<file path="config.mk">
export PLATFORM = sky130hd
export DESIGN_NAME = xalu_ise_ctrl
export DESIGN_NICKNAME = d
export VERILOG_FILES = /design/src/rtl/xalu_ise_ctrl_pkg.sv /design/src/rtl/xalu_ise_dec.sv /design/src/rtl/xalu_ise_ctrl.sv
export SDC_FILE = /design/constraint.sdc
export NUM_CORES = 1
export LEC_CHECK = 0
export CORE_MARGIN = 2
export CORE_UTILIZATION = 44
export CTS_CLUSTER_DIAMETER = 30
export CTS_CLUSTER_SIZE = 8
export DETAILED_ROUTE_END_ITERATION = 10
export PLACE_DENSITY = 0.86
export SLEW_MARGIN = 10
export SYNTH_ARGS = -nofsm -noshare
export SYNTH_HDL_FRONTEND = slang
export SYNTH_HIERARCHICAL = 1
export SYNTH_SLANG_ARGS = --single-unit
</file>
<file path="constraint.sdc">
create_clock -name ise_clk -period 4.8 [get_ports ise_clk]
set_input_delay 0.72 -clock ise_clk [delete_from_list [all_inputs] [get_ports ise_clk]]
set_output_delay 0.72 -clock ise_clk [all_outputs]
set_load 0.02 [all_outputs]
</file>
<file path="src/rtl/xalu_ise_ctrl_pkg.sv">
// rtl/xalu_ise_ctrl_pkg.sv - shared opcode, index and state definitions for the ISE issue controller
package xalu_ise_ctrl_pkg;

    localparam logic [6:0] CUSTOM_0 = 7'b0001011;
    localparam logic [6:0] CUSTOM_1 = 7'b0101011;
    localparam logic [6:0] CUSTOM_2 = 7'b1011011;
    localparam logic [6:0] CUSTOM_3 = 7'b1111011;

    localparam logic [1:0] IDX_CUSTOM_0 = 2'd0;
    localparam logic [1:0] IDX_CUSTOM_1 = 2'd1;
    localparam logic [1:0] IDX_CUSTOM_2 = 2'd2;
    localparam logic [1:0] IDX_CUSTOM_3 = 2'd3;

    typedef enum logic [1:0] {
        IDLE = 2'd0,
        EXEC = 2'd1,
        RESP = 2'd2
    } state_t;

    typedef struct packed {
        logic       is_custom;
        logic [1:0] idx;
    } op_class_t;

    // Non-custom opcodes report index 0 so ise_fn stays deterministic.
    function automatic op_class_t decode_opcode(input logic [6:0] opcode);
        op_class_t r;
        r.is_custom = 1'b1;
        r.idx       = IDX_CUSTOM_0;
        case (opcode)
            CUSTOM_0: r.idx = IDX_CUSTOM_0;
            CUSTOM_1: r.idx = IDX_CUSTOM_1;
            CUSTOM_2: r.idx = IDX_CUSTOM_2;
            CUSTOM_3: r.idx = IDX_CUSTOM_3;
            default:  r.is_custom = 1'b0;
        endcase
        return r;
    endfunction

endpackage

</file>
<file path="src/rtl/xalu_ise_dec.sv">
// rtl/xalu_ise_dec.sv - combinational custom-instruction field decoder
module xalu_ise_dec
    import xalu_ise_ctrl_pkg::*;
(
    input  logic [31:0] insn,
    output logic        is_custom,
    output logic [4:0]  fn,
    output logic [6:0]  imm,
    output logic [4:0]  rd
);

    op_class_t op;
    logic      unused_insn_bits;

    always_comb begin
        op = decode_opcode(insn[6:0]);
    end

    assign is_custom = op.is_custom;
    assign fn        = {insn[14:12], op.idx};
    assign imm       = insn[31:25];
    assign rd        = insn[11:7];

    // rs1/rs2 index fields travel as operand values, not through the decoder.
    assign unused_insn_bits = ^insn[24:15];

endmodule

</file>
<file path="src/rtl/xalu_ise_ctrl.sv">
// rtl/xalu_ise_ctrl.sv - single-outstanding issue/response controller in front of the ISE datapath
module xalu_ise_ctrl
    import xalu_ise_ctrl_pkg::*;
#(
    parameter int MAX_WAIT = 8,
    parameter int ZERO_X0  = 1
) (
    input  logic        ise_clk,
    input  logic        ise_rst,
    input  logic        req_valid,
    output logic        req_ready,
    input  logic [31:0] req_insn,
    input  logic [31:0] req_rs1,
    input  logic [31:0] req_rs2,
    input  logic        flush,
    output logic        ise_val,
    output logic [4:0]  ise_fn,
    output logic [6:0]  ise_imm,
    output logic [31:0] ise_in1,
    output logic [31:0] ise_in2,
    input  logic        ise_oval,
    input  logic [31:0] ise_out,
    output logic        rsp_valid,
    input  logic        rsp_ready,
    output logic [31:0] rsp_data,
    output logic [4:0]  rsp_rd,
    output logic        rsp_illegal,
    output logic        busy
);

    localparam logic [7:0] WAIT_LAST = 8'(MAX_WAIT - 1);

    state_t      state_q, state_d;
    logic [7:0]  wait_cnt;
    logic [4:0]  fn_q;
    logic [6:0]  imm_q;
    logic [4:0]  rd_q;
    logic [31:0] rs1_q, rs2_q;
    logic [31:0] rsp_data_q;
    logic        rsp_illegal_q;

    logic        dec_is_custom;
    logic [4:0]  dec_fn;
    logic [6:0]  dec_imm;
    logic [4:0]  dec_rd;

    logic        accept;
    logic        exec_hit;
    logic        exec_timeout;

    // Decoded fields are registered at accept so they stay stable through EXEC and RESP.
    xalu_ise_dec u_dec (
        .insn      (req_insn),
        .is_custom (dec_is_custom),
        .fn        (dec_fn),
        .imm       (dec_imm),
        .rd        (dec_rd)
    );

    always_ff @(posedge ise_clk or negedge ise_rst) begin
        if (!ise_rst) begin
            state_q <= IDLE;
        end else begin
            state_q <= state_d;
        end
    end

    always_comb begin
        state_d      = state_q;
        req_ready    = 1'b0;
        ise_val      = 1'b0;
        rsp_valid    = 1'b0;
        accept       = 1'b0;
        exec_hit     = 1'b0;
        exec_timeout = 1'b0;
        case (state_q)
            IDLE: begin
                req_ready = ~flush;
                accept    = req_valid & ~flush;
                if (accept) begin
                    state_d = dec_is_custom ? EXEC : RESP;
                end
            end
            EXEC: begin
                ise_val = 1'b1;
                if (ise_oval) begin
                    exec_hit = 1'b1;
                    state_d  = RESP;
                end else if (wait_cnt == WAIT_LAST) begin
                    exec_timeout = 1'b1;
                    state_d      = RESP;
                end
            end
            RESP: begin
                rsp_valid = 1'b1;
                if (rsp_ready) begin
                    state_d = IDLE;
                end
            end
            default: state_d = IDLE;
        endcase
        if (flush) begin
            state_d = IDLE;
        end
    end

    always_ff @(posedge ise_clk or negedge ise_rst) begin
        if (!ise_rst) begin
            wait_cnt      <= 8'd0;
            fn_q          <= 5'd0;
            imm_q         <= 7'd0;
            rd_q          <= 5'd0;
            rs1_q         <= 32'd0;
            rs2_q         <= 32'd0;
            rsp_data_q    <= 32'd0;
            rsp_illegal_q <= 1'b0;
        end else if (accept) begin
            wait_cnt      <= 8'd0;
            fn_q          <= dec_fn;
            imm_q         <= dec_imm;
            rd_q          <= dec_rd;
            rs1_q         <= req_rs1;
            rs2_q         <= req_rs2;
            rsp_data_q    <= 32'd0;
            rsp_illegal_q <= ~dec_is_custom;
        end else if (!flush) begin
            if (exec_hit) begin
                rsp_data_q    <= ise_out;
                rsp_illegal_q <= 1'b0;
            end else if (exec_timeout) begin
                rsp_data_q    <= 32'd0;
                rsp_illegal_q <= 1'b1;
            end else if (state_q == EXEC) begin
                wait_cnt <= wait_cnt + 8'd1;
            end
        end
    end

    assign ise_fn      = fn_q;
    assign ise_imm     = imm_q;
    assign ise_in1     = rs1_q;
    assign ise_in2     = rs2_q;
    assign rsp_rd      = rd_q;
    assign rsp_illegal = rsp_illegal_q;
    assign busy        = (state_q != IDLE);

    // Writes to x0 must never leak a value back to the core.
    assign rsp_data = ((ZERO_X0 != 0) && (rd_q == 5'd0)) ? 32'd0 : rsp_data_q;

endmodule

</file>
==> out/results.md, run 1 <==
### STA
• 0 ns — accumulated negative setup slack
• 26.04% — Slew HR
• 0 — Setup Viol. Count Final
• no — RSZ-0062 raised after global routing
• 0.006115 ns — Clock Skews
• 0 — number of hold-slack violations in the final timing report
• 70.74% — share of the clock period used by the worst path
• 3.395 ns — final worst path period need
• 1.109 ns — worst-margin pin slew
• 294.5 MHz — maximum clock frequency
• 0 — max-slew violations

### Outcome
• completed — result of the run

### CTS
• yes — clock tree from TritonCTS
• 2 — Bufs on Longest Clock Path
• 0 — number of buffers inserted to repair setup after CTS
• 0 — CTS hold repair buffers
• 17 — clock buffers created by TritonCTS
• 0.05 ns — Clock transition at path regs
• clkbuf_16 — clock root buffer master
• 124 — number of clock sinks
• 4 — H-Tree Depth
• 0 — quantity of gates resized following cts
• 0.40 ns — clock latency at the later pin of the worst-skew pair

### Synth
• 5273 µm² — synthesized cell area
• dfrtp_1 — largest area contributor in the synthesized netlist
• 100.0% — Synth async-reset ratio
• 58.85% — sequential cell area fraction in the yosys report
• dfrtp_1 — Synth Flop Type
• nand2_1, dfrtp_1, nor2b_1 — top cells by instance count after synthesis
• 37 — number of distinct library cell variants in the gate-level netlist after synthesis
• 124 — total of flip-flops plus latches after synthesis
• 58.85% — fraction of post-synthesis cell area in the top cell type by area
• 549 — number of instances in the synthesized netlist
• 9.604 µm² — post-synthesis area per instance
• 0 — number of enable flip-flop cells after synthesis
• 684 — number of nets in the synthesized netlist
• nand2_1 — dominant cell by count in the synthesized netlist
• dfrtp_1, nand2_1, a32o_1, nor2b_1, buf_4 — most area-consuming cells after synthesis
• 6 — synthesis warning total

### Detailed routing
• 313 — violation count after the first detailed-routing iteration
• 0 — remaining routing DRC violations
• 5 — first-pass iteration count of the detailed router
• 16.29 µm — Avg WL per Cell
• 5.076 — detailed-route vias per instance
• 0 — DRT antenna net count
• 4660 — total number of vias
• 14.95 mm — WL final

### Layout
• 897 — total number of nets in the final design
• 0 — antenna cells
• 57.26% — growth of design area from synthesis to finish
• 71.70% — final standard cell utilization of the core
• 6.065% — layout cell share with drive strength beyond 1

### Worst setup path
• nor2_4 — master of the slowest instance on the critical path
• output port — type of element capturing the critical path
• 2.68 ns — Worst Path Arrival
• simple AND/OR/NAND/NOR gates — gate family responsible for the most delay along the worst path
• or4_1 > nor2_4 > nor2b_1 > clkdlybuf4s50_1 — CP cell instances
• flip-flop — category of the worst setup path launch point
• 2.38 ns — FF-to-FF setup slack
• reg2out — crit path kind
• 4.08 ns — required time of the worst setup path
• 0.59 ns — biggest cell delay along the critical path
• 1 — buffers plus inverters on the worst setup path
• 32 — critical path fanouts, max

### Global route
• 23.85% — global-route usage over all layers
• 0 — final global-route overflow total
• 0 — number of antenna violations at the first check in global routing
• 4981 — via count of the first global-routing pass
• 24.05 mm — first-pass GRT wire length
• 119 — maximum number of pins on one net before global-route repair

### Floorplanning
• 252 — number of placed I/O pins
• 113.5 µm — y dimension of the die
• 113.5 µm — width of the die
• 39 — number of cell rows
• 11560 µm² — Core Box Area
• 12870 µm² — floorplan die area
• 45.59% — initial cell density of the core

### Hold path
• in2async — Hold Crit Class

### Pwr
• 405.2 nW/µm² — power per standard cell area
• 36.6% — relative contribution of sequential cells to total power
• 26.29% — Switching Fraction
• 0.0002363 V — worst ir drop on vdd
• 20.9% — proportion of power drawn by combinational gates
• 42.5% — portion of total power attributed to the clock network
• 0.8832 mW — switching component of the power
• 3.933 nW — leakage power figure
• 2.477 mW — Internal Pwr Total

### Place
• 0.8072 — Final GP Congestion
• 10.37 mm — half-perimeter wire length after placement
• 241 — PortBufs

### Job
• 0 — MaxCap Viol Count

## power by group through the flow
stage | clock network [mW] | logic (mW) | registers, mW
2_1_floorplan | 0 | 0.153 | 1.38
3_3_place_gp | 0 | 0.684 | 1.24
6_report | 1.43 | 0.701 | 1.23
3_5_place_dp | 0 | 0.700 | 1.25
5_1_grt | 1.50 | 0.748 | 1.24
4_1_cts | 1.45 | 0.708 | 1.23
## through the flow
| stage | hold slack [ns] | instance area, µm² | total power, mW | setup WS [ns] | std cells |
|---|---|---|---|---|---|
| finish | 0.3967 | 8292 | 3.360 | 1.405 | 918 |
| global route | 0.4553 | 8292 | 3.492 | 1.256 | 918 |
| CTS | 0.4216 | 8273 | 3.390 | 0.9591 | 918 |
| detailed placement | 0.4619 | 7604 | 1.947 | 1.444 | 886 |
| global placement | 0.4577 | 7604 | 1.923 | 1.520 | 886 |
| floorplan | 0.4244 | 5273 | 1.534 | 2.451 | 549 |
## final timing paths
check / end / depth (start not counted) / from
worst max-delay path: rsp_data[11] / 4 / rsp_rd[3]
worst min-delay path: rsp_data_q[30] / 1 / ise_rst
worst max register to register: ise_in2[27] / 5 / state_q[1]
worst min register to register: ise_in1[27] / 2 / ise_in1[27]
max in group asynchronous: ise_in2[5] / 2 / ise_rst
min in group ise_clk: ise_in1[27] / 2 / ise_in1[27]
## state kept, by name, indices dropped and copies added, names as in the netlist
name         cells
ise_in2         32
wait_cnt         8
state_q          2
rsp_data_q      32
ise_in1         32
ise_fn           5
rsp_illegal      1
ise_imm          7
rsp_rd           5
## kinds of logic (layout without fill, tap and decap cells)
family                   Yosys count  count (layout)  synth area share, %
adder cells (fa/ha/maj)            1               1               0.2373
buffers and inverters             54             280                5.933
multiplexers                       1               1               0.1899
AO/OA/AOI/OAI                     55              55                8.994
flip-flops                       124             124                58.85
XOR/XNOR                           1               1               0.1661
AND/OR/NAND/NOR                  313             313                25.63
## layout make-up
cell class	count	area (µm²)
clock buffer	22	484.2
clock inverter	10	185.2
fill	810	3273
inverter	3	11.26
multi-input combinational	371	1889
sequential	124	3103
tap	143	178.9
timing repair buffer	245	2440
## metal layers
metal	global-route usage (%)	share of wire, %
met5	0	0
met4	11.38	2.9
met3	7.811	7.9
met2	41.40	50
met1	26.56	39
## layout by cell type (no fill, tap or decap), types with 2 or more instances in the layout
cell type,Yosys,routed
o21a_1,2,2
bufinv_16,0,5
buf_4,16,5
nor2_1,7,5
clkinv_2,0,2
a21oi_2,2,2
a41oi_1,3,3
a21oi_1,9,9
dfrtp_1,124,124
clkdlybuf4s50_1,0,240
nor2b_1,34,34
clkinv_4,0,2
clkbuf_16,0,17
clkbuf_8,0,4
nor2_4,0,2
nand3_1,5,5
nand2_1,252,251
a32o_1,32,32
inv_1,3,3
and3_1,3,3
a31oi_1,3,3
## worst register-to-register path: cells and delay by family (launching register included)
kind	cells	cell delay, ns
simple gates	4	1.47
buf+inv	1	0.46
flops	1	0.43
(Power assumes the default switching activity.)
==> run 2: changes to the inputs <==
Settings changed: CORE_UTILIZATION 44 to 41, PLACE_DENSITY 0.86 to 0.81.
Clock period 4.8 ns to 3.2 ns, I/O delays scaled along.
==> run 2 against run 1 <==
Net effect:
- sequential share of layout area about the same
- critical endpoint is now rsp_data[16]
- flip-flop and latch count is the same
- clock-buffer cell count down 2
- first-iteration DRC count down 1.3%
- clock skew grew 0.00077 ns
- via count shrank 1.3%
==> out/results.md, run 2 (synthesis gave the netlist of run 1 again) <==
### Outcome
• completed — result of the run

### Global route
• 0 — final global-route overflow total
• 4734 — via count of the first global-routing pass
• 0 — number of antenna violations at the first check in global routing
• 21.45% — global-route usage over all layers
• 23.53 mm — first-pass GRT wire length
• 71 — maximum number of pins on one net before global-route repair

### CTS
• 4 — H-Tree Depth
• 17 — clock buffers created by TritonCTS
• 124 — number of clock sinks
• yes — clock tree from TritonCTS
• 2 — Bufs on Longest Clock Path
• 0 — number of buffers inserted to repair setup after CTS
• 0 — quantity of gates resized following cts
• 0.41 ns — clock latency at the later pin of the worst-skew pair
• clkbuf_16 — clock root buffer master
• 0.06 ns — Clock transition at path regs
• 0 — CTS hold repair buffers

### Layout
• nand2_1, clkdlybuf4s50_1, dfrtp_1, nor2b_1, a32o_1 — leading cell types in the layout, fill and taps excluded
• 990 — # fillers
• 899 — total number of nets in the final design
• 0 — antenna cells
• 65.89% — final standard cell utilization of the core
• nand2_1 — most frequent standard cell in the layout excluding fill and tap cells
• 1871 µm² — combined area of the multi-input logic cells
• 3103 µm² — FF/Latch Area
• 6.306% — layout cell share with drive strength beyond 1
• 57.07% — growth of design area from synthesis to finish

### Place
• 0.5874 ns — pre-CTS setup slack
• 0.7702 — Final GP Congestion
• 10.23 mm — half-perimeter wire length after placement
• 241 — PortBufs

### STA
• 0 ns — accumulated negative setup slack
• 29.44% — Slew HR
• 1.058 ns — worst-margin pin slew
• 342.2 MHz — maximum clock frequency
• 91.32% — share of the clock period used by the worst path
• 0.006884 ns — Clock Skews
• no — RSZ-0062 raised after global routing
• 2.922 ns — final worst path period need
• 0 — max-slew violations
• 0 — Setup Viol. Count Final
• 0 — number of hold-slack violations in the final timing report
• 0.2778 ns — fin worst setup slack
• 0.1453 ns — worst hold slack after final layout

### Floorplanning
• 12570 µm² — Core Box Area
• 13780 µm² — floorplan die area
• 41 — number of cell rows
• 252 — number of placed I/O pins
• 41.95% — initial cell density of the core
• 117.4 µm — width of the die
• 117.4 µm — y dimension of the die

### Worst setup path
• 32 — critical path fanouts, max
• reg2out — crit path kind
• 2.72 ns — required time of the worst setup path
• 2.44 ns — Worst Path Arrival
• 0.56 ns — biggest cell delay along the critical path
• buffers and inverters — gate family responsible for the most delay along the worst path
• flip-flop — category of the worst setup path launch point
• or4_1 > nor2_2 > buf_4 > nor2b_1 > clkdlybuf4s50_1 — CP cell instances
• 2 — buffers plus inverters on the worst setup path
• clkdlybuf4s50_1 — master of the slowest instance on the critical path
• output port — type of element capturing the critical path

### Detailed routing
• 0 — remaining routing DRC violations
• 14.37 mm — WL final
• 4600 — total number of vias
• 15.14 µm — Avg WL per Cell
• 5 — first-pass iteration count of the detailed router
• 0 — DRT antenna net count
• 309 — violation count after the first detailed-routing iteration
• 4.847 — detailed-route vias per instance

### Pwr
• 580.4 nW/µm² — power per standard cell area
• 3.511 mW — Internal Pwr Total
• 39.9% — portion of total power attributed to the clock network
• 21.7% — proportion of power drawn by combinational gates
• 1.296 mW — switching component of the power
• 3.915 nW — leakage power figure
• 4.807 mW — Total Power
• 0.0003694 V — worst ir drop on vdd
• 26.96% — Switching Fraction
• 38.4% — relative contribution of sequential cells to total power

### Job
• 0 — MaxCap Viol Count

### Hold path
• in2async — Hold Crit Class

## run 2: changes by cell type in the layout (fill, tap and decap cells not counted)
| cell | previous run | this run |
|---|---|---|
| buf_12 | 0 | 2 |
| bufinv_16 | 5 | 3 |
| clkbuf_8 | 4 | 2 |
| clkinv_2 | 2 | 5 |
| clkinv_4 | 2 | 0 |
| clkinvlp_4 | 1 | 4 |
| nand2_4 | 0 | 1 |
| nand2_8 | 1 | 0 |
| nor2_2 | 0 | 2 |
| nor2_4 | 2 | 0 |
## run 2: area by class of cell
type,count,area share [%]
sequential,124,37.47
timing repair buffer,247,29.94
multi-input combinational,371,22.59
clock buffer,20,5.514
tap,172,2.599
clock inverter,12,1.753
inverter,3,0.1360
## run 2: power groups by stage
stage	registers, mW	logic (mW)	clock network [mW]
6_report	1.85	1.04	1.92
3_3_place_gp	1.86	1.03	0
4_1_cts	1.85	1.06	1.96
5_1_grt	1.86	1.12	2.05
3_5_place_dp	1.87	1.05	0
2_1_floorplan	2.07	0.230	0
## run 2: per-stage QoR
stage / std cells / instance area (µm²)
finish: 949 / 8282
global placement: 917 / 7680
CTS: 949 / 8282
global route: 949 / 8282
detailed placement: 917 / 7680
floorplan: 549 / 5273
## run 2: per-layer routing
layer	global-route usage, %	up-vias	share of wire [%]
met2	36.04	195	50
met1	24.25	2167	39
met3	8.414	33	8.1
met5	0	-	0
met4	9.337	0	2.5
li1	-	2205	-
## run 2: worst register-to-register path, cell delays in order, from the launching register on
cell      delay, ns
dfrtp_1        0.38
ha_1           0.22
and4bb_4       0.28
a21oi_2        0.07
or3_1          0.74
a32o_1         0.47
## run 2: final timing paths
check	from	to	slack [ns]	depth (start not counted)
setup / recovery	rsp_rd[3]	rsp_data[16]	0.28	5
hold / removal	ise_rst	ise_in1[5]	0.15	1
setup reg to reg	wait_cnt[0]	rsp_data_q[7]	0.93	5
hold reg to reg	ise_in1[25]	ise_in1[25]	0.47	2
max in group asynchronous	ise_rst	rsp_data_q[10]	2.22	2
min in group ise_clk	ise_in1[25]	ise_in1[25]	0.47	2
==> run 3: changes to the inputs <==
Clock period 3.2 ns to 3.25 ns, I/O delays scaled along.
==> run 3 against run 2 <==
Net effect:
- non-clock buffer count increased by 1
- critical path depth unchanged
- sequential share of layout area decreased by 0.19 points
- design area increased by 0.50%
- die area unchanged
- sequential power about the same
- clock skew increased by 0.00091 ns
- hold slack got worse by 0.10 ns
- critical endpoint unchanged
==> out/results.md, run 3 (synthesis gave the netlist of run 1 again) <==
### Global route
• 21.39% — global-route usage over all layers
• 71 — maximum number of pins on one net before global-route repair
• 23.64 mm — first-pass GRT wire length
• 0 — final global-route overflow total
• 4687 — via count of the first global-routing pass
• 0 — number of antenna violations at the first check in global routing

### Worst setup path
• wait_cnt[0] — reg2reg start
• 5 — Register-to-Register Path Depth
• output port — type of element capturing the critical path
• reg2out — crit path kind
• 2.45 ns — Worst Path Arrival
• 0.97 ns — FF-to-FF setup slack
• flip-flop — category of the worst setup path launch point
• 32 — critical path fanouts, max
• rsp_data_q[5] — Reg-to-Reg End
• 2.76 ns — required time of the worst setup path

### Detailed routing
• 288 — violation count after the first detailed-routing iteration
• 4582 — total number of vias
• 0 — remaining routing DRC violations
• 4.823 — detailed-route vias per instance
• 14.34 mm — WL final
• 15.09 µm — Avg WL per Cell
• 0 — DRT antenna net count
• 7 — first-pass iteration count of the detailed router

### Pwr
• 583.1 nW/µm² — power per standard cell area
• 1.293 mW — switching component of the power
• 3.560 mW — Internal Pwr Total
• 26.64% — Switching Fraction
• 4.853 mW — Total Power
• 0.0002962 V — worst ir drop on vdd
• 41.4% — portion of total power attributed to the clock network
• 3.933 nW — leakage power figure
• 37.4% — relative contribution of sequential cells to total power
• 21.2% — proportion of power drawn by combinational gates

### CTS
• yes — clock tree from TritonCTS
• 2 — Bufs on Longest Clock Path
• 0.06 ns — Clock transition at path regs
• 0.41 ns — clock latency at the later pin of the worst-skew pair
• clkbuf_16 — clock root buffer master
• 0 — quantity of gates resized following cts
• 17 — clock buffers created by TritonCTS
• 124 — number of clock sinks
• 0 — number of buffers inserted to repair setup after CTS
• 0 — CTS hold repair buffers
• 4 — H-Tree Depth

### STA
• no — RSZ-0062 raised after global routing
• 0 — number of hold-slack violations in the final timing report
• 340.1 MHz — maximum clock frequency
• 0 — Setup Viol. Count Final
• 0 — max-slew violations
• 0 ns — accumulated negative setup slack
• 0.007790 ns — Clock Skews
• 2.941 ns — final worst path period need
• 1.091 ns — worst-margin pin slew
• 90.48% — share of the clock period used by the worst path
• 27.29% — Slew HR

### Job
• 0 — MaxCap Viol Count

### Layout
• 900 — total number of nets in the final design
• 57.85% — growth of design area from synthesis to finish
• 0 — antenna cells
• 6.427% — layout cell share with drive strength beyond 1
• nand2_1, clkdlybuf4s50_1, dfrtp_1, nor2b_1, a32o_1 — leading cell types in the layout, fill and taps excluded
• 950 — Layout Cells excl Fill
• nand2_1 — most frequent standard cell in the layout excluding fill and tap cells

### Floorplanning
• 41.95% — initial cell density of the core
• 252 — number of placed I/O pins
• 13780 µm² — floorplan die area
• 117.4 µm — width of the die
• 117.4 µm — y dimension of the die
• 41 — number of cell rows
• 12570 µm² — Core Box Area

### Place
• 918 — number of cells in the design after placement
• 241 — PortBufs
• 10.19 mm — half-perimeter wire length after placement
• 0.7544 — Final GP Congestion

### Hold path
• in2async — Hold Crit Class

### Outcome
• completed — result of the run

-- run 3: per-layer routing --
layer | up-vias | part of all wire (%) | track usage [%]
met1 | 2154 | 41 | 25.24
met3 | 33 | 8.0 | 7.831
met2 | 193 | 49 | 34.83
met5 | - | 0 | 0
met4 | 0 | 2.7 | 9.940
li1 | 2202 | - | -
-- run 3: per-stage QoR --
step | setup WS [ns] | cell area [µm²] | hold WS [ns] | util, %
6_report | 0.3095 | 8323 | 0.04371 | 66.22
5_1_grt | 0.2164 | 8323 | 0.07619 | 66.22
4_1_cts | 0.2762 | 8323 | 0.05359 | 66.22
3_5_place_dp | 0.5655 | 7687 | 0.4613 | 61.16
3_3_place_gp | 0.6076 | 7687 | 0.4568 | 61.16
2_1_floorplan | 1.133 | 5273 | 0.1919 | -
-- run 3: power groups by stage --
stage / clock network, mW / registers, mW / logic (mW)
after floorplan: 0 / 2.04 / 0.226
after global placement: 0 / 1.83 / 1.02
after detailed placement: 0 / 1.84 / 1.04
after CTS: 2.05 / 1.82 / 1.04
after global routing: 2.13 / 1.84 / 1.10
final: 2.01 / 1.82 / 1.03
-- run 3: how the worst max path moves through the flow --
stage | from | end | depth (start not counted)
after floorplan | rsp_rd[0] | rsp_data[10] | 4
after global placement | flush | req_ready | 3
after detailed placement | flush | req_ready | 3
after CTS | rsp_rd[3] | rsp_data[16] | 5
after global routing | rsp_rd[3] | rsp_data[16] | 5
final | rsp_rd[3] | rsp_data[16] | 5
-- run 3: worst max-delay path, cell delays in order, from the launching register on --
cell and delay (ns):
dfrtp_1 0.41, or4_1 0.53, nor2_2 0.10, buf_4 0.32, nor2b_1 0.12, clkdlybuf4s50_1 0.57
-- run 3: cell type report --
cell class                      instances  area (µm²)
Clock inverter                         11       165.2
Fill cell                            1012        4245
Tap cell                              172       215.2
Clock buffer                           21       470.5
Multi-Input combinational cell        371        1871
Sequential cell                       124        3103
Inverter                                3       11.26
Timing Repair Buffer                  248        2487
